`src/rtl/unipolar_rz_pkg.sv`:
```
// Shared types and sizing helpers for the unipolar return-to-zero encoder.
// No logic; the lane counter width is derived from the largest timing parameter.
package unipolar_rz_pkg;

  typedef enum logic [1:0] {RZ_IDLE, RZ_HIGH, RZ_LOW, RZ_GAP} rz_state_t;

  function automatic int rz_counter_width(input int zh, input int zl, input int oh,
                                          input int ol, input int rc);
    int m;
    m = zh;
    if (zl > m) m = zl;
    if (oh > m) m = oh;
    if (ol > m) m = ol;
    if (rc > m) m = rc;
    return $clog2(m + 1);
  endfunction

endpackage

```
`src/rtl/unipolar_rz_multi_if.sv`:
```
// Host word port: a single valid/ready stream with a channel select.
// in_ready is driven by the slave and never depends on in_valid.
// Backpressure: in_ready low holds the word at the host.
interface unipolar_rz_multi_if #(
  parameter int CHANNELS   = 4,
  parameter int DATA_WIDTH = 24
);
  localparam int CH_W = (CHANNELS > 1) ? $clog2(CHANNELS) : 1;

  logic                  in_valid;
  logic                  in_ready;
  logic [CH_W-1:0]       in_channel;
  logic [DATA_WIDTH-1:0] in_data;

  modport master (output in_valid, output in_channel, output in_data, input in_ready);
  modport slave  (input in_valid, input in_channel, input in_data, output in_ready);
endinterface

```
`src/rtl/fifo.sv`:
```
// Generic show-ahead FIFO: rd_dat is valid whenever rd_vld is high.
// Latency: a write is visible on rd_vld the cycle after it is accepted.
// Backpressure: wr_rdy drops when full; simultaneous write and pop both happen.
module fifo #(
  parameter int WIDTH = 8,
  parameter int DEPTH = 4
) (
  input  logic             clock,
  input  logic             reset_n,
  input  logic             wr_vld,
  output logic             wr_rdy,
  input  logic [WIDTH-1:0] wr_dat,
  output logic             rd_vld,
  input  logic             rd_rdy,
  output logic [WIDTH-1:0] rd_dat
);
  localparam int AW = $clog2(DEPTH);

  logic [WIDTH-1:0] mem [DEPTH];
  logic [AW:0]      wr_ptr;
  logic [AW:0]      rd_ptr;

  assign wr_rdy = !((wr_ptr[AW] != rd_ptr[AW]) && (wr_ptr[AW-1:0] == rd_ptr[AW-1:0]));
  assign rd_vld = (wr_ptr != rd_ptr);
  assign rd_dat = mem[rd_ptr[AW-1:0]];

  always_ff @(posedge clock) begin
    if (wr_vld && wr_rdy) mem[wr_ptr[AW-1:0]] <= wr_dat;
  end

  always_ff @(posedge clock or negedge reset_n) begin
    if (!reset_n) begin
      wr_ptr <= '0;
      rd_ptr <= '0;
    end else begin
      if (wr_vld && wr_rdy) wr_ptr <= wr_ptr + 1'b1;
      if (rd_vld && rd_rdy) rd_ptr <= rd_ptr + 1'b1;
    end
  end
endmodule

```
`src/rtl/unipolar_rz_lane.sv`:
```
// One RZ lane: word FIFO plus IDLE/HIGH/LOW/GAP bit-timing FSM (UNIPOLAR_RZ_INVERT_EN adds polarity).
// Latency: word written into an empty idle lane drives line high one cycle later.
// Backpressure: wr_rdy follows FIFO space; words arriving during GAP wait for IDLE.
module unipolar_rz_lane
  import unipolar_rz_pkg::*;
#(
  parameter int DATA_WIDTH       = 24,
  parameter int FIFO_DEPTH       = 4,
  parameter int MSB_FIRST        = 1,
  parameter int ZERO_HIGH_CYCLES = 20,
  parameter int ZERO_LOW_CYCLES  = 42,
  parameter int ONE_HIGH_CYCLES  = 40,
  parameter int ONE_LOW_CYCLES   = 22,
  parameter int RESET_CYCLES     = 2600
) (
  input  logic                  clock,
  input  logic                  reset_n,
  input  logic                  wr_vld,
  output logic                  wr_rdy,
  input  logic [DATA_WIDTH-1:0] wr_dat,
`ifdef UNIPOLAR_RZ_INVERT_EN
  input  logic                  invert,
`endif
  output logic                  line,
  output logic                  busy
);
  localparam int CW = rz_counter_width(ZERO_HIGH_CYCLES, ZERO_LOW_CYCLES, ONE_HIGH_CYCLES,
                                       ONE_LOW_CYCLES, RESET_CYCLES);
  localparam int IW = $clog2(DATA_WIDTH + 1);

  rz_state_t             state;
  logic [CW-1:0]         cnt;
  logic [DATA_WIDTH-1:0] shreg;
  logic [DATA_WIDTH-1:0] sh_next;
  logic [IW-1:0]         bit_idx;
  logic                  line_q;
  logic                  f_vld;
  logic [DATA_WIDTH-1:0] f_dat;
  logic                  pop;
  logic                  cur_bit, next_bit, first_bit, last_bit, cnt_zero, pol;
`ifdef UNIPOLAR_RZ_INVERT_EN
  logic                  inv_q;
`endif

  function automatic logic [CW-1:0] high_cnt(input logic b);
    return b ? CW'(ONE_HIGH_CYCLES - 1) : CW'(ZERO_HIGH_CYCLES - 1);
  endfunction

  function automatic logic [CW-1:0] low_cnt(input logic b);
    return b ? CW'(ONE_LOW_CYCLES - 1) : CW'(ZERO_LOW_CYCLES - 1);
  endfunction

  fifo #(.WIDTH(DATA_WIDTH), .DEPTH(FIFO_DEPTH)) u_fifo (
    .clock  (clock),
    .reset_n(reset_n),
    .wr_vld (wr_vld),
    .wr_rdy (wr_rdy),
    .wr_dat (wr_dat),
    .rd_vld (f_vld),
    .rd_rdy (pop),
    .rd_dat (f_dat)
  );

  always_comb begin
    if (MSB_FIRST != 0) begin
      sh_next   = shreg << 1;
      cur_bit   = shreg[DATA_WIDTH-1];
      next_bit  = sh_next[DATA_WIDTH-1];
      first_bit = f_dat[DATA_WIDTH-1];
    end else begin
      sh_next   = shreg >> 1;
      cur_bit   = shreg[0];
      next_bit  = sh_next[0];
      first_bit = f_dat[0];
    end
  end

  assign cnt_zero = (cnt == '0);
  assign last_bit = (bit_idx == IW'(DATA_WIDTH - 1));
  // Back-to-back words: the next pop happens in the same cycle the last bit ends.
  assign pop      = f_vld && ((state == RZ_IDLE) || (state == RZ_LOW && cnt_zero && last_bit));
  assign busy     = (state != RZ_IDLE) || f_vld;
  assign line     = line_q;

`ifdef UNIPOLAR_RZ_INVERT_EN
  assign pol = (state == RZ_IDLE) ? invert : inv_q;
`else
  assign pol = 1'b0;
`endif

  always_ff @(posedge clock or negedge reset_n) begin
    if (!reset_n) begin
      state   <= RZ_IDLE;
      cnt     <= '0;
      shreg   <= '0;
      bit_idx <= '0;
      line_q  <= 1'b0;
`ifdef UNIPOLAR_RZ_INVERT_EN
      inv_q   <= 1'b0;
`endif
    end else begin
      case (state)
        RZ_IDLE: begin
          if (f_vld) begin
            shreg   <= f_dat;
            bit_idx <= '0;
            cnt     <= high_cnt(first_bit);
            line_q  <= ~pol;
            state   <= RZ_HIGH;
`ifdef UNIPOLAR_RZ_INVERT_EN
            inv_q   <= invert;
`endif
          end else begin
            line_q <= pol;
          end
        end
        RZ_HIGH: begin
          if (cnt_zero) begin
            cnt    <= low_cnt(cur_bit);
            line_q <= pol;
            state  <= RZ_LOW;
          end else begin
            cnt <= cnt - 1'b1;
          end
        end
        RZ_LOW: begin
          if (!cnt_zero) begin
            cnt <= cnt - 1'b1;
          end else if (!last_bit) begin
            shreg   <= sh_next;
            bit_idx <= bit_idx + 1'b1;
            cnt     <= high_cnt(next_bit);
            line_q  <= ~pol;
            state   <= RZ_HIGH;
          end else if (f_vld) begin
            shreg   <= f_dat;
            bit_idx <= '0;
            cnt     <= high_cnt(first_bit);
            line_q  <= ~pol;
            state   <= RZ_HIGH;
          end else begin
            cnt   <= CW'(RESET_CYCLES - 1);
            state <= RZ_GAP;
          end
        end
        default: begin
          if (cnt_zero) state <= RZ_IDLE;
          else          cnt   <= cnt - 1'b1;
        end
      endcase
    end
  end
endmodule

```
`src/rtl/unipolar_rz_multi.sv`:
```
// Multi-channel unipolar RZ encoder: one shared host port fans out to CHANNELS lanes (UNIPOLAR_RZ_INVERT_EN adds invert).
// Latency: accepted word appears on its line one cycle later when the lane is idle.
// Backpressure: in_ready reflects the selected lane's FIFO space; out-of-range channels never ready.
module unipolar_rz_multi
  import unipolar_rz_pkg::*;
#(
  parameter int CHANNELS         = 4,
  parameter int DATA_WIDTH       = 24,
  parameter int FIFO_DEPTH       = 4,
  parameter int MSB_FIRST        = 1,
  parameter int ZERO_HIGH_CYCLES = 20,
  parameter int ZERO_LOW_CYCLES  = 42,
  parameter int ONE_HIGH_CYCLES  = 40,
  parameter int ONE_LOW_CYCLES   = 22,
  parameter int RESET_CYCLES     = 2600
) (
  input  logic                clock,
  input  logic                reset_n,
  unipolar_rz_multi_if.slave  host,
`ifdef UNIPOLAR_RZ_INVERT_EN
  input  logic [CHANNELS-1:0] invert,
`endif
  output logic [CHANNELS-1:0] line,
  output logic [CHANNELS-1:0] busy
);
  logic [CHANNELS-1:0] wr_vld;
  logic [CHANNELS-1:0] wr_rdy;

  always_comb begin
    wr_vld        = '0;
    host.in_ready = 1'b0;
    for (int c = 0; c < CHANNELS; c++) begin
      if (int'(host.in_channel) == c) begin
        wr_vld[c]     = host.in_valid;
        host.in_ready = wr_rdy[c];
      end
    end
  end

  for (genvar g = 0; g < CHANNELS; g++) begin : g_lane
    unipolar_rz_lane #(
      .DATA_WIDTH      (DATA_WIDTH),
      .FIFO_DEPTH      (FIFO_DEPTH),
      .MSB_FIRST       (MSB_FIRST),
      .ZERO_HIGH_CYCLES(ZERO_HIGH_CYCLES),
      .ZERO_LOW_CYCLES (ZERO_LOW_CYCLES),
      .ONE_HIGH_CYCLES (ONE_HIGH_CYCLES),
      .ONE_LOW_CYCLES  (ONE_LOW_CYCLES),
      .RESET_CYCLES    (RESET_CYCLES)
    ) u_lane (
      .clock  (clock),
      .reset_n(reset_n),
      .wr_vld (wr_vld[g]),
      .wr_rdy (wr_rdy[g]),
      .wr_dat (host.in_data),
`ifdef UNIPOLAR_RZ_INVERT_EN
      .invert (invert[g]),
`endif
      .line   (line[g]),
      .busy   (busy[g])
    );
  end
endmodule

```
`src/flat_wrapper.sv`:
```
// flat-port wrapper written by rule: the top's interface ports become plain ports
module unipolar_rz_multi_flat import unipolar_rz_pkg::*;
#(
  parameter int CHANNELS         = 4,
  parameter int DATA_WIDTH       = 24,
  parameter int FIFO_DEPTH       = 4,
  parameter int MSB_FIRST        = 1,
  parameter int ZERO_HIGH_CYCLES = 20,
  parameter int ZERO_LOW_CYCLES  = 42,
  parameter int ONE_HIGH_CYCLES  = 40,
  parameter int ONE_LOW_CYCLES   = 22,
  parameter int RESET_CYCLES     = 2600
)
  (clock, reset_n, line, busy, host_in_valid, host_in_channel, host_in_data, host_in_ready);
  unipolar_rz_multi_if #(.CHANNELS(CHANNELS), .DATA_WIDTH(DATA_WIDTH)) host_i ();
  input  logic clock;
  input  logic reset_n;
  output logic [CHANNELS-1:0] line;
  output logic [CHANNELS-1:0] busy;
  input wire logic [$bits(host_i.in_valid)-1:0] host_in_valid;
  input wire logic [$bits(host_i.in_channel)-1:0] host_in_channel;
  input wire logic [$bits(host_i.in_data)-1:0] host_in_data;
  output wire logic [$bits(host_i.in_ready)-1:0] host_in_ready;
  assign host_i.in_valid = host_in_valid;
  assign host_i.in_channel = host_in_channel;
  assign host_i.in_data = host_in_data;
  assign host_in_ready = host_i.in_ready;
  unipolar_rz_multi #(.CHANNELS(CHANNELS), .DATA_WIDTH(DATA_WIDTH), .FIFO_DEPTH(FIFO_DEPTH), .MSB_FIRST(MSB_FIRST), .ZERO_HIGH_CYCLES(ZERO_HIGH_CYCLES), .ZERO_LOW_CYCLES(ZERO_LOW_CYCLES), .ONE_HIGH_CYCLES(ONE_HIGH_CYCLES), .ONE_LOW_CYCLES(ONE_LOW_CYCLES), .RESET_CYCLES(RESET_CYCLES)) u_core (.clock(clock), .reset_n(reset_n), .host(host_i), .line(line), .busy(busy));
endmodule
```
`config.mk`:
```
export PLATFORM = sky130hd
export DESIGN_NAME = unipolar_rz_multi_flat
export DESIGN_NICKNAME = d
export VERILOG_FILES = /design/src/rtl/unipolar_rz_pkg.sv /design/src/rtl/unipolar_rz_multi_if.sv /design/src/rtl/fifo.sv /design/src/rtl/unipolar_rz_lane.sv /design/src/rtl/unipolar_rz_multi.sv /design/src/flat_wrapper.sv
export SDC_FILE = /design/constraint.sdc
export NUM_CORES = 1
export LEC_CHECK = 0
export BUFFER_PORTS_ARGS = -buffer_cell sky130_fd_sc_hd__buf_2
export CAP_MARGIN = 10
export CORE_MARGIN = 2
export CORE_UTILIZATION = 61
export CTS_CLUSTER_SIZE = 20
export DETAILED_ROUTE_END_ITERATION = 6
export PLACE_DENSITY = 0.78
export SYNTH_ARGS = -nofsm -noshare
export SYNTH_HDL_FRONTEND = slang
export SYNTH_SLANG_ARGS = --single-unit
```
`constraint.sdc`:
```
create_clock -name clock -period 5.7 [get_ports clock]
set_clock_uncertainty 0.15 [all_clocks]
set_input_delay 0.285 -clock clock [delete_from_list [all_inputs] [get_ports clock]]
set_output_delay 0.285 -clock clock [all_outputs]
set_load 0.02 [all_outputs]
```
# [Yosys cells after proc, flatten, opt, wreduce, memory -nomap -nowiden]
# Memory sizes are Yosys's and may differ from the RTL's.
# Index checks and enable logic that the tools add are counted.
[totals] latch_bits=0 regBits=200 romBits=0 ramBits=384 output_inout_bits=9 input_bits=29 mem_count=4
[memory_table] memory="u_core.g_lane[0].u_lane.u_fifo.mem" depth=4 width=24 read_ports=1 rd_clocked_by_memory_dff=0 wr=1 line_no="fifo.sv:19" source="logic [WIDTH-1:0] mem [DEPTH];"
[memory_table] memory="u_core.g_lane[1].u_lane.u_fifo.mem" depth=4 width=24 read_ports=1 rd_clocked_by_memory_dff=0 wr=1 line_no="fifo.sv:19"
[memory_table] memory="u_core.g_lane[2].u_lane.u_fifo.mem" depth=4 width=24 read_ports=1 rd_clocked_by_memory_dff=0 wr=1 line_no="fifo.sv:19"
[memory_table] memory="u_core.g_lane[3].u_lane.u_fifo.mem" depth=4 width=24 read_ports=1 rd_clocked_by_memory_dff=0 wr=1 line_no="fifo.sv:19"
[classes] n_addsub=16 div=0 shifts=0 order_cmp=0 eq_ne=47 bitwise=0 reduce_logical=77 n_mul=0 n_mux=140
[op_table] operator="two-way mux 12 bit" count=24
[op_table] operator="two-way mux 24 bit" count=12
[op_table] operator="case mux 24 bit (2 select lines)" count=4
[op_table] operator="case mux 12 bit (3 select lines)" count=4
[op_table] operator="two-way mux 6 bit" count=12
[op_table] operator="two-way mux 5 bit" count=12
[op_table] operator="logical NOT 12 bit" count=4
[op_table] operator="two-way mux 2 bit" count=24
[op_table] operator="subtractor 12 x 1 -> 12 bit, second input constant" count=4
[op_table] operator="case mux 5 bit (2 select lines)" count=4
[op_table] operator="two-way mux 1 bit" count=36
[op_table] operator="AND reduction 4 bit" count=8
[op_table] operator="adder 3 x 1 -> 3 bit, second input constant" count=8
[op_table] operator="logical AND 1 bit" count=24
[op_table] operator="!= test 2 bit, second input constant" count=12
[op_table] operator="case mux 2 bit (3 select lines)" count=4
[op_table] operator="nonzero test 2 bit" count=12
[op_table] operator="adder 5 x 1 -> 5 bit, second input constant" count=4
[op_table] operator="equality test 5 bit, second input constant" count=4
[op_table] operator="!= test 4 x 1 -> 1 bit, second input constant" count=4
[op_table] operator="AND reduction 2 bit" count=8
[op_table] operator="equality test 2 bit, second input constant" count=6
[op_table] operator="!= test 3 bit" count=4
[op_table] operator="!= test 3 bit, second input constant" count=4
[op_table] operator="other kinds (8)" count=38

# [Logic depth before layout (Yosys ltp)]
# Gate-level depths: netlist of run 1.
[logic_depth] ltp_word=7 ltp_mapped=9

# [Modules after synthesis]
# A second synthesis of run 1 with hierarchy kept.
[unflattened] hier_cells=1842 hier_area_um2=26474.1
[by_module_without_submodules] module="fifo" n_inst=4 cells_each=173 seq_area_each_um2=3032.9 area_per_inst_um2=3952.5
[by_module_without_submodules] module="unipolar_rz_lane at u_core.g_lane[1].u_lane ..." n_inst=2 cells_each=303 seq_area_each_um2=1101.1 area_per_inst_um2=2703.8
[by_module_without_submodules] module="unipolar_rz_lane at u_core.g_lane[3].u_lane" n_inst=1 cells_each=282 seq_area_each_um2=1101.1 area_per_inst_um2=2638.8
[by_module_without_submodules] module="unipolar_rz_lane at u_core.g_lane[0].u_lane" n_inst=1 cells_each=257 seq_area_each_um2=1101.1 area_per_inst_um2=2560.0
[by_module_without_submodules] module="unipolar_rz_multi" n_inst=1 cells_each=5 seq_area_each_um2=0.0 area_per_inst_um2=57.6

# [Worst setup path after synthesis of run 1]
# OpenSTA, ideal clock, no wires.
[synth_path] path_type="reg-to-reg" startpoint="reg u_core.g_lane[0].u_lane.u_fifo.rd_ptr[0]" endpoint="mem u_core.g_lane[0].u_lane.u_fifo.mem[3][0] (netlist bit), enable pin" stages_incl_launch_ff=6 arrival_ps=2151 required_ps=5166 synth_period_minus_slack_ps=2685 setup_slack_ps=3015 path_buffers=1 setup_ps=384 cell_sequence="dfrtp_1 > buf_2 > xor2_1 > nor2_1 > a2111oi_2 > and2_1"
[synth_via] elab_chain_cells=6
[synth_lines] item="from (decl)" line_no="fifo.sv:21" source="logic [AW:0] rd_ptr;"
[synth_lines] item="from (signal assigned)" line_no="fifo.sv:37" source="if (rd_vld && rd_rdy) rd_ptr <= rd_ptr + 1'b1;"
[synth_lines] item="equality test 2 bit" line_no="fifo.sv:23" source="assign wr_rdy = !((wr_ptr[AW] != rd_ptr[AW]) && (wr_ptr[AW-1:0] == rd_ptr[AW-1:0]));"
[synth_lines] item="logical AND 1 bit" line_no="fifo.sv:23"
[synth_lines] item="logical NOT 1 bit" line_no="fifo.sv:23"
[synth_lines] item="logical AND 1 bit" line_no="fifo.sv:28" source="if (wr_vld && wr_rdy) mem[wr_ptr[AW-1:0]] <= wr_dat;"
[synth_lines] item="two-way mux 1 bit" line_no="fifo.sv:28"
[synth_lines] item="two-way mux 1 bit (not written as such)" line_no="fifo.sv:28"
[synth_lines] item="to (decl)" line_no="fifo.sv:19"
# No other way between the ends.

# [Worst setup path after layout of run 1]
[layout_path] startpoint="reg u_core.g_lane[0].u_lane.u_fifo.rd_ptr[0]" endpoint="mem u_core.g_lane[0].u_lane.u_fifo.mem[0][3] (netlist bit), enable pin"
# Same word-level chain as after synthesis.

==> reports/results.md, run 1 <==
| Item | This run | Unit |
| --- | --- | --- |
| Initial DRC count | 1805 | - |
| Antenna Nets Post-Route | 0 | - |
| # fillers | 2668 | - |
| Final cell utilization of the core | 68.82 | % |
| Buffers on Ports | 37 | - |
| Crit path DAT | 3.75 | ns |
| Setup Buffers After CTS | 0 | - |
| CP startpoint kind | flop | - |
| Ys flop type | sky130_fd_sc_hd__edfxtp_1 | - |
| CTS clock-pin slew for the worst setup and hold paths | 0.06 | ns |
| Clock network power share | 23.9 | % |
| Cell variety after synth | 79 | - |
| Max Transition Viols Final | 0 | - |
| Routed WL | 58790 | µm |
| Classification of the worst-slack hold path | in -> reg | - |
| First-pass GRT wire length | 90320 | µm |
| Count of state elements after synthesis | 584 | - |
| Max capacitance violation total | 0 | - |
| Count of clock tree sinks | 584 | - |
| Post-synthesis instance total | 1755 | - |
| Vias post-DR | 16.01k | - |
| Fraction of power consumed by sequential logic | 37.3 | % |
| Global-route usage over all layers | 26.85 | % |
| Class of the most critical setup path | reg -> reg | - |
| P&R area growth vs syn | 11.70 | % |
| Share of cells above drive strength 1 | 17.11 | % |
| Largest net degree at the start of global routing | 114 | - |
| Design internal power | 10.27 | mW |
| PwrDens | 562.8 | nW/µm² |
| Top-Level Pins | 38 | - |
| Antenna diode count | 0 | - |
| Average wire per cell in the routed design | 24.58 | µm |
| Ratio of routed vias to standard cells | 6.694 | - |
| Die Y | 209.4 | µm |
| Tightest Pin Transition | 1.254 | ns |
| Combinational share of power | 38.9 | % |
| Share of the yosys chip area belonging to registers | 64.27 | % |
| Post-synthesis average cell area | 14.66 | µm² |
| Setup violation total in the final timing report | 0 | - |
| Relative slew margins | 16.42 | % |
| Longest Clk Path Bufs | 3 | - |
| PnR Total Power | 16.17 | mW |
| Worst-skew pair later-pin latency | 0.61 | ns |
| Most frequent cells in the layout | sky130_fd_sc_hd__edfxtp_1, sky130_fd_sc_hd__dfrtp_1, sky130_fd_sc_hd__nor2_1 | - |
| Initial standard-cell utilization of the core | 61.61 | % |
| Congestion Overflow GR | 0 | - |
| Outcome | finished, final reports clean | - |
| Worst reg2reg setup slack | 2.01 | ns |
| Element type at the critical path end | flop | - |
| Highest ir drop seen on vdd | 0.3971 | mV |
| Count of standard-cell rows | 75 | - |
| Core Region | 41760 | µm² |
| Placer congestion estimate | 0.8893 | - |
| Cell at the root of the clock tree | sky130_fd_sc_hd__clkbuf_16 | - |
| Data required, critical path | 5.76 | ns |
| First-pass detailed-route iteration total | 6 | - |
| Via count of the first global-routing pass | 15.63k | - |
| Crit Path Max Fanout | 28 | - |
| Number of levels the H-tree was split into | 2 | - |
| Top achievable clock speed | 0.2711 | GHz |
| Async set-or-reset flop fraction in the synthesized netlist | 34.25 | % |
| Number of antenna violations at the first check in global routing | 2 | - |
| Total die area | 43840 | µm² |
| Worst hold path depth | 1 | - |
| Final min period | 3.688 | ns |
| Fraction of power spent switching nets | 36.48 | % |
| Die extent in x | 209.4 | µm |
| Post-synthesis cell area | 25730 | µm² |
| Setup repair after global routing missed its margin | no | - |
| Depth of the worst register-to-register path | 4 | - |
| DP Wirelength | 33730 | µm |
| Clock tree from TritonCTS | yes | - |
| Count of endpoints failing hold in the final timing report | 0 | - |
| Most frequent standard cell in the layout excluding fill and tap cells | sky130_fd_sc_hd__edfxtp_1 | - |
| Number of buffers created by CTS | 58 | - |
| Nets@finish | 1880 | - |
| Leakage dissipation | 10.24 | nW |
| Number of enable flip-flop cells after synthesis | 384 | - |
| Aggregate negative setup slack | 0 | ns |
| Fraction of the cycle the final worst path needs | 64.70 | % |
| Drt drc | 0 | - |
| Number of nets produced by synthesis | 1832 | - |
| Net switching power | 5.901 | mW |
| Yosys warning count | 0 | - |
## flip-flops by register name, summed over array words and instances, names as in the netlist
signal                              flops
u_core.g_lane.u_lane.state              8
u_core.g_lane.u_lane.line               4
u_core.g_lane.u_lane.cnt               48
u_core.g_lane.u_lane.u_fifo.rd_ptr     12
u_core.g_lane.u_lane.u_fifo.wr_ptr     12
u_core.g_lane.u_lane.bit_idx           20
u_core.g_lane.u_lane.u_fifo.mem       384
u_core.g_lane.u_lane.shreg             96
## stage by stage
stage	instances	cell area (µm²)	setup WS, ns	hold WS [ns]
after detailed placement	2245	26290	2.033	0.2468
after CTS	2379	28450	1.959	0.009117
after global routing	2392	28740	1.761	0.02822
after floorplan	1755	25730	3.015	-0.1606
final	2392	28740	2.012	0.02389
after global placement	2244	26260	2.166	0.2341
## critical path: stages (launching register included)
cell                        delay (ns)
sky130_fd_sc_hd__dfrtp_2          0.96
sky130_fd_sc_hd__xor2_1           0.33
sky130_fd_sc_hd__nor2_1           0.11
sky130_fd_sc_hd__a2111oi_2        0.66
sky130_fd_sc_hd__and2_1           1.06
## what timing repair did
action                     in CTS  in global routing
resized for setup               0                  0
setup endpoints to repair       0                  0
hold buffers                   24                  0
hold endpoints to repair      449                  0
## cells in the mapped netlist (all sizes together) (13+ instances only)
master	count	area share (%)
xor2	24	0.82
edfxtp	384	45
inv	51	0.74
xnor2	16	0.54
dfrtp	200	19
o221a	30	1.3
nor4	17	0.61
o21a	17	0.50
mux4	97	8.5
a31oi	13	0.32
a22o	13	0.45
o31ai	17	0.57
nor2	99	1.4
a21oi	67	1.3
nand4	19	0.46
buf	37	0.81
nor3	32	0.64
a2bb2oi	27	0.92
clkbuf	63	0.93
nand2b	33	0.80
nand3	23	0.45
o21ai	71	1.4
or3	23	0.56
and2	28	0.68
ha	48	2.3
o22ai	41	1.0
nand2	74	1.1
## routing by layer
layer  up-vias  share of wire [%]  global-route usage (%)
li1       7002                  -                       -
met2       732                 49                   43.17
met1      8178                 41                   38.65
met4         0                2.4                   7.956
met3       100                6.8                   4.235
met5         -                  0                       0
## worst paths after layout
kind	endpoint	start
max	u_core.g_lane[0].u_lane.u_fifo.mem[0][3]$_DFFE_PP_	u_core.g_lane[0].u_lane.u_fifo.rd_ptr[0]$_DFFE_PN0P_
min reg2reg	u_core.g_lane[2].u_lane.u_fifo.wr_ptr[2]$_DFFE_PN0P_	u_core.g_lane[2].u_lane.u_fifo.wr_ptr[2]$_DFFE_PN0P_
max in group asynchronous	u_core.g_lane[1].u_lane.shreg[23]$_DFFE_PN0P_	reset_n
min in group asynchronous	u_core.g_lane[2].u_lane.cnt[0]$_DFFE_PN0P_	reset_n
max reg2reg	u_core.g_lane[0].u_lane.u_fifo.mem[0][3]$_DFFE_PP_	u_core.g_lane[0].u_lane.u_fifo.rd_ptr[0]$_DFFE_PN0P_
min	u_core.g_lane[1].u_lane.u_fifo.mem[2][3]$_DFFE_PP_	host_in_data[3]
## cell families after synthesis
family / count (synthesis) / share of synthesized area (%)
fa+ha+maj: 48 / 2.334
compound gates: 398 / 11.28
simple gates: 415 / 8.846
mux: 119 / 9.420
xor+xnor: 40 / 1.362
flops: 584 / 64.27
buf+inv: 151 / 2.485
## area by class of cell
type | count | area, µm² | share of cell area [%]
Timing Repair Buffer | 88 | 859.6 | 2.991
Clock buffer | 78 | 1590 | 5.534
Sequential cell | 584 | 16540 | 57.54
Clock inverter | 32 | 332.8 | 1.158
Inverter | 51 | 191.4 | 0.6661
Tap cell | 539 | 674.4 | 2.347
Multi-Input combinational cell | 1020 | 8553 | 29.76
## power groups by stage
stage          Combinational [mW]  Clock, mW  Sequential [mW]
2_1_floorplan                4.93          0             5.81
3_3_place_gp                 5.85          0             6.02
3_5_place_dp                 6.09          0             6.06
4_1_cts                      6.18       3.90             6.01
5_1_grt                      6.88       4.06             6.11
6_report                     6.28       3.86             6.03
No activity file was read; power rests on OpenSTA's default activity.
==> run 2: changes to the inputs <==
--- a/config.mk
+++ b/config.mk
@@ -8,10 +8,10 @@
 export BUFFER_PORTS_ARGS = -buffer_cell sky130_fd_sc_hd__buf_2
 export CAP_MARGIN = 10
 export CORE_MARGIN = 2
-export CORE_UTILIZATION = 61
+export CORE_UTILIZATION = 57
 export CTS_CLUSTER_SIZE = 20
 export DETAILED_ROUTE_END_ITERATION = 6
-export PLACE_DENSITY = 0.78
+export PLACE_DENSITY = 0.76
 export SYNTH_ARGS = -nofsm -noshare
 export SYNTH_HDL_FRONTEND = slang
 export SYNTH_SLANG_ARGS = --single-unit
==> constraint.sdc (replaced) <==
create_clock -name clock -period 3.1 [get_ports clock]
set_clock_uncertainty 0.15 [all_clocks]
set_input_delay 0.155 -clock clock [delete_from_list [all_inputs] [get_ports clock]]
set_output_delay 0.155 -clock clock [all_outputs]
set_load 0.02 [all_outputs]
==> reports/results.md, run 2 (synthesis gave the netlist of run 1 again) <==
| Item | This run | Unit | Change |
| --- | --- | --- | --- |
| Ratio of routed vias to standard cells | 6.417 | - | -4.1% |
| DP Wirelength | 33560 | µm | -0.50% |
| Net switching power | 10.79 | mW | +83% |
| Average wire per cell in the routed design | 23.07 | µm | -6.1% |
| Relative slew margins | 42.61 | % | +26 points |
| Via count of the first global-routing pass | 16.04k | - | +2.6% |
| Setup violation total in the final timing report | 0 | - | unchanged |
| # fillers | 3071 | - | +15% |
| Share of cells above drive strength 1 | 18.92 | % | +1.8 points |
| Largest net degree at the start of global routing | 83 | - | -27% |
| Max FFs per register | 384 | - | unchanged |
| Crit path DAT | 3.06 | ns | -0.69 ns |
| Clock tree from TritonCTS | yes | - |  |
| Clock network power share | 23.6 | % | -0.3 points |
| M1 WL | 23650 | µm | -2.7% |
| Count of endpoints failing hold in the final timing report | 4 | - | +4 |
| Initial standard-cell utilization of the core | 57.93 | % | -3.7 points |
| Number of buffers created by CTS | 58 | - | unchanged |
| Nets@finish | 1920 | - | +2.1% |
| Classification of the worst-slack hold path | in -> async | - |  |
| First-pass GRT wire length | 89670 | µm | -0.73% |
| Hold Worst Slack | -0.006895 | ns | -0.03079 ns |
| Congestion Overflow GR | 0 | - | unchanged |
| Tightest Pin Transition | 0.8369 | ns | -0.4168 ns |
| Count of clock tree sinks | 584 | - | unchanged |
| Number of antenna violations at the first check in global routing | 0 | - | -2 |
| Count of standard-cell rows | 77 | - | +2.7% |
| Routed WL | 57300 | µm | -2.5% |
| Cell at the root of the clock tree | sky130_fd_sc_hd__clkbuf_16 | - |  |
| Die Y | 216.5 | µm | +3.4% |
| Slowest cell on the critical path | sky130_fd_sc_hd__dlygate4sd3_1 | - |  |
| Most frequent cells in the layout | sky130_fd_sc_hd__edfxtp_1, sky130_fd_sc_hd__dfrtp_1, sky130_fd_sc_hd__nor2_1 | - |  |
| Fraction of power consumed by sequential logic | 36.8 | % | -0.5 points |
| Worst-skew pair later-pin latency | 0.61 | ns | about the same |
| Antenna diode count | 0 | - | unchanged |
| Combinational share of power | 39.6 | % | +0.7 points |
| Highest routed metal layer | met4 | - |  |
| Final min period | 2.921 | ns | -0.7673 ns |
| Class of the most critical setup path | reg -> reg | - |  |
| CP startpoint kind | flop | - |  |
| Post-route cell area | 28910 | µm² | +0.59% |
| Number of levels the H-tree was split into | 2 | - | unchanged |
| Setup repair after global routing missed its margin | no | - |  |
| Placer congestion estimate | 0.8882 | - | -0.12% |
| Design internal power | 19.01 | mW | +85% |
| CTS clock-pin slew for the worst setup and hold paths | 0.06 | ns | about the same |
| Data required, critical path | 3.24 | ns | -2.52 ns |
| Buffers on Ports | 37 | - | unchanged |
| Longest Clk Path Bufs | 3 | - | unchanged |
| First-pass detailed-route iteration total | 5 | - | -1 |
| Antenna Nets Post-Route | 0 | - | unchanged |
| Crit Path Max Fanout | 24 | - | -14% |
| CP cell instances | xor2_1, nor2_1, a2111oi_2, dlygate4sd3_1, buf_4, and2_1, buf_6 | - |  |
| Global-route usage over all layers | 24.75 | % | -2.1 points |
| Setup Buffers After CTS | 0 | - | unchanged |
| Element type at the critical path end | flop | - |  |
| Leakage dissipation | 10.39 | nW | +1.4% |
| Met3 WL | 3974 | µm | -0.63% |
| Violations in the final reports | negative hold slack | - |  |
| Top-Level Pins | 38 | - | unchanged |
| Highest ir drop seen on vdd | 0.7272 | mV | +83% |
| Die extent in x | 216.5 | µm | +3.4% |
| Total die area | 46850 | µm² | +6.9% |
| Drt drc | 0 | - | unchanged |
| Aggregate negative setup slack | 0 | ns | unchanged |
| Outcome | complete, but fails checks | - |  |
| Most frequent standard cell in the layout excluding fill and tap cells | sky130_fd_sc_hd__edfxtp_1 | - |  |
| Detail Route met2 WL | 27970 | µm | -3.8% |
| Max Transition Viols Final | 0 | - | unchanged |
| Max capacitance violation total | 0 | - | unchanged |
| Top achievable clock speed | 0.3424 | GHz | +26% |
| PwrDens | 1031 | nW/µm² | +83% |
| Fraction of the cycle the final worst path needs | 94.22 | % | +30 points |
| Total cell area at the placement stage | 26720 | µm² | +1.7% |
| Initial DRC count | 1484 | - | -18% |
| Core Region | 44410 | µm² | +6.4% |
| Vias post-DR | 15.94k | - | -0.44% |
| Fraction of power spent switching nets | 36.21 | % | -0.27 points |
| P&R area growth vs syn | 12.36 | % |  |
| Delay of the slowest critical-path stage | 0.60 | ns | -0.46 ns |
==> run 2: layout make-up <==
type | instances | area (µm²) | share of cell area [%]
clock inverter | 39 | 375.4 | 1.298
tap | 592 | 740.7 | 2.562
timing repair buffer | 128 | 980.9 | 3.393
multi-input combinational | 1020 | 8554 | 29.59
inverter | 51 | 191.4 | 0.6622
sequential | 584 | 16540 | 57.21
clock buffer | 70 | 1528 | 5.285
==> run 2: repair_timing <==
action,4_1_cts,5_1_grt
hold buffers,27,0
gates resized for setup,0,4
endpoints found under the hold margin,462,0
endpoints found under the setup margin,0,73
==> run 2: worst paths after layout <==
| path | startpoint | end | slack [ns] | depth (start not counted) |
|---|---|---|---|---|
| worst max-delay path | u_core.g_lane[0].u_lane.u_fifo.wr_ptr[1]$_DFFE_PN0P_ | u_core.g_lane[0].u_lane.u_fifo.mem[0][20]$_DFFE_PP_ | 0.18 | 7 |
| worst min-delay path | reset_n | u_core.g_lane[2].u_lane.cnt[11]$_DFFE_PN0P_ | -0.007 | 2 |
| worst max register to register | u_core.g_lane[0].u_lane.u_fifo.wr_ptr[1]$_DFFE_PN0P_ | u_core.g_lane[0].u_lane.u_fifo.mem[0][20]$_DFFE_PP_ | 0.18 | 7 |
| worst min register to register | u_core.g_lane[1].u_lane.shreg[2]$_DFFE_PN0P_ | u_core.g_lane[1].u_lane.shreg[2]$_DFFE_PN0P_ | 0.33 | 1 |
| max in group asynchronous | reset_n | u_core.g_lane[2].u_lane.bit_idx[3]$_DFFE_PN0P_ | 1.93 | 3 |
| min in group clock | host_in_valid | u_core.g_lane[2].u_lane.u_fifo.wr_ptr[0]$_DFFE_PN0P_ | 0.04 | 3 |
==> run 2: critical path: cells and delay by family (launching register included) <==
kind            cells  cell delay (ns)
compound gates      1             0.31
xor+xnor            1             0.33
buf+inv             3             1.03
flops               1             0.46
simple gates        2             0.31
==> run 2: metal layers <==
| metal | GRT usage (%) | vias up |
|---|---|---|
| met5 | 0 | - |
| met4 | 8.402 | 0 |
| met1 | 33.75 | 8142 |
| met2 | 40.36 | 606 |
| li1 | - | 7084 |
| met3 | 4.912 | 109 |
==> run 2: power groups by stage <==
stage	Sequential (mW)	Combinational [mW]	Clock [mW]
global placement	11.0	11.2	0
detailed placement	11.1	11.6	0
CTS	10.9	11.8	7.13
floorplan	10.7	9.06	0
finish	11.0	11.8	7.04
global route	11.1	13.0	7.44
==> run 2: metrics by stage <==
stage	power, mW	utilization [%]	setup WS, ns	std cells
final	29.81	65.09	0.1792	2484
after global routing	31.55	65.09	0.04600	2484
after CTS	29.86	65.06	0.1378	2484
after detailed placement	22.70	60.17	0.2925	2348
after global placement	22.19	60.17	0.3891	2348
after floorplan	19.75	-	0.4147	1755
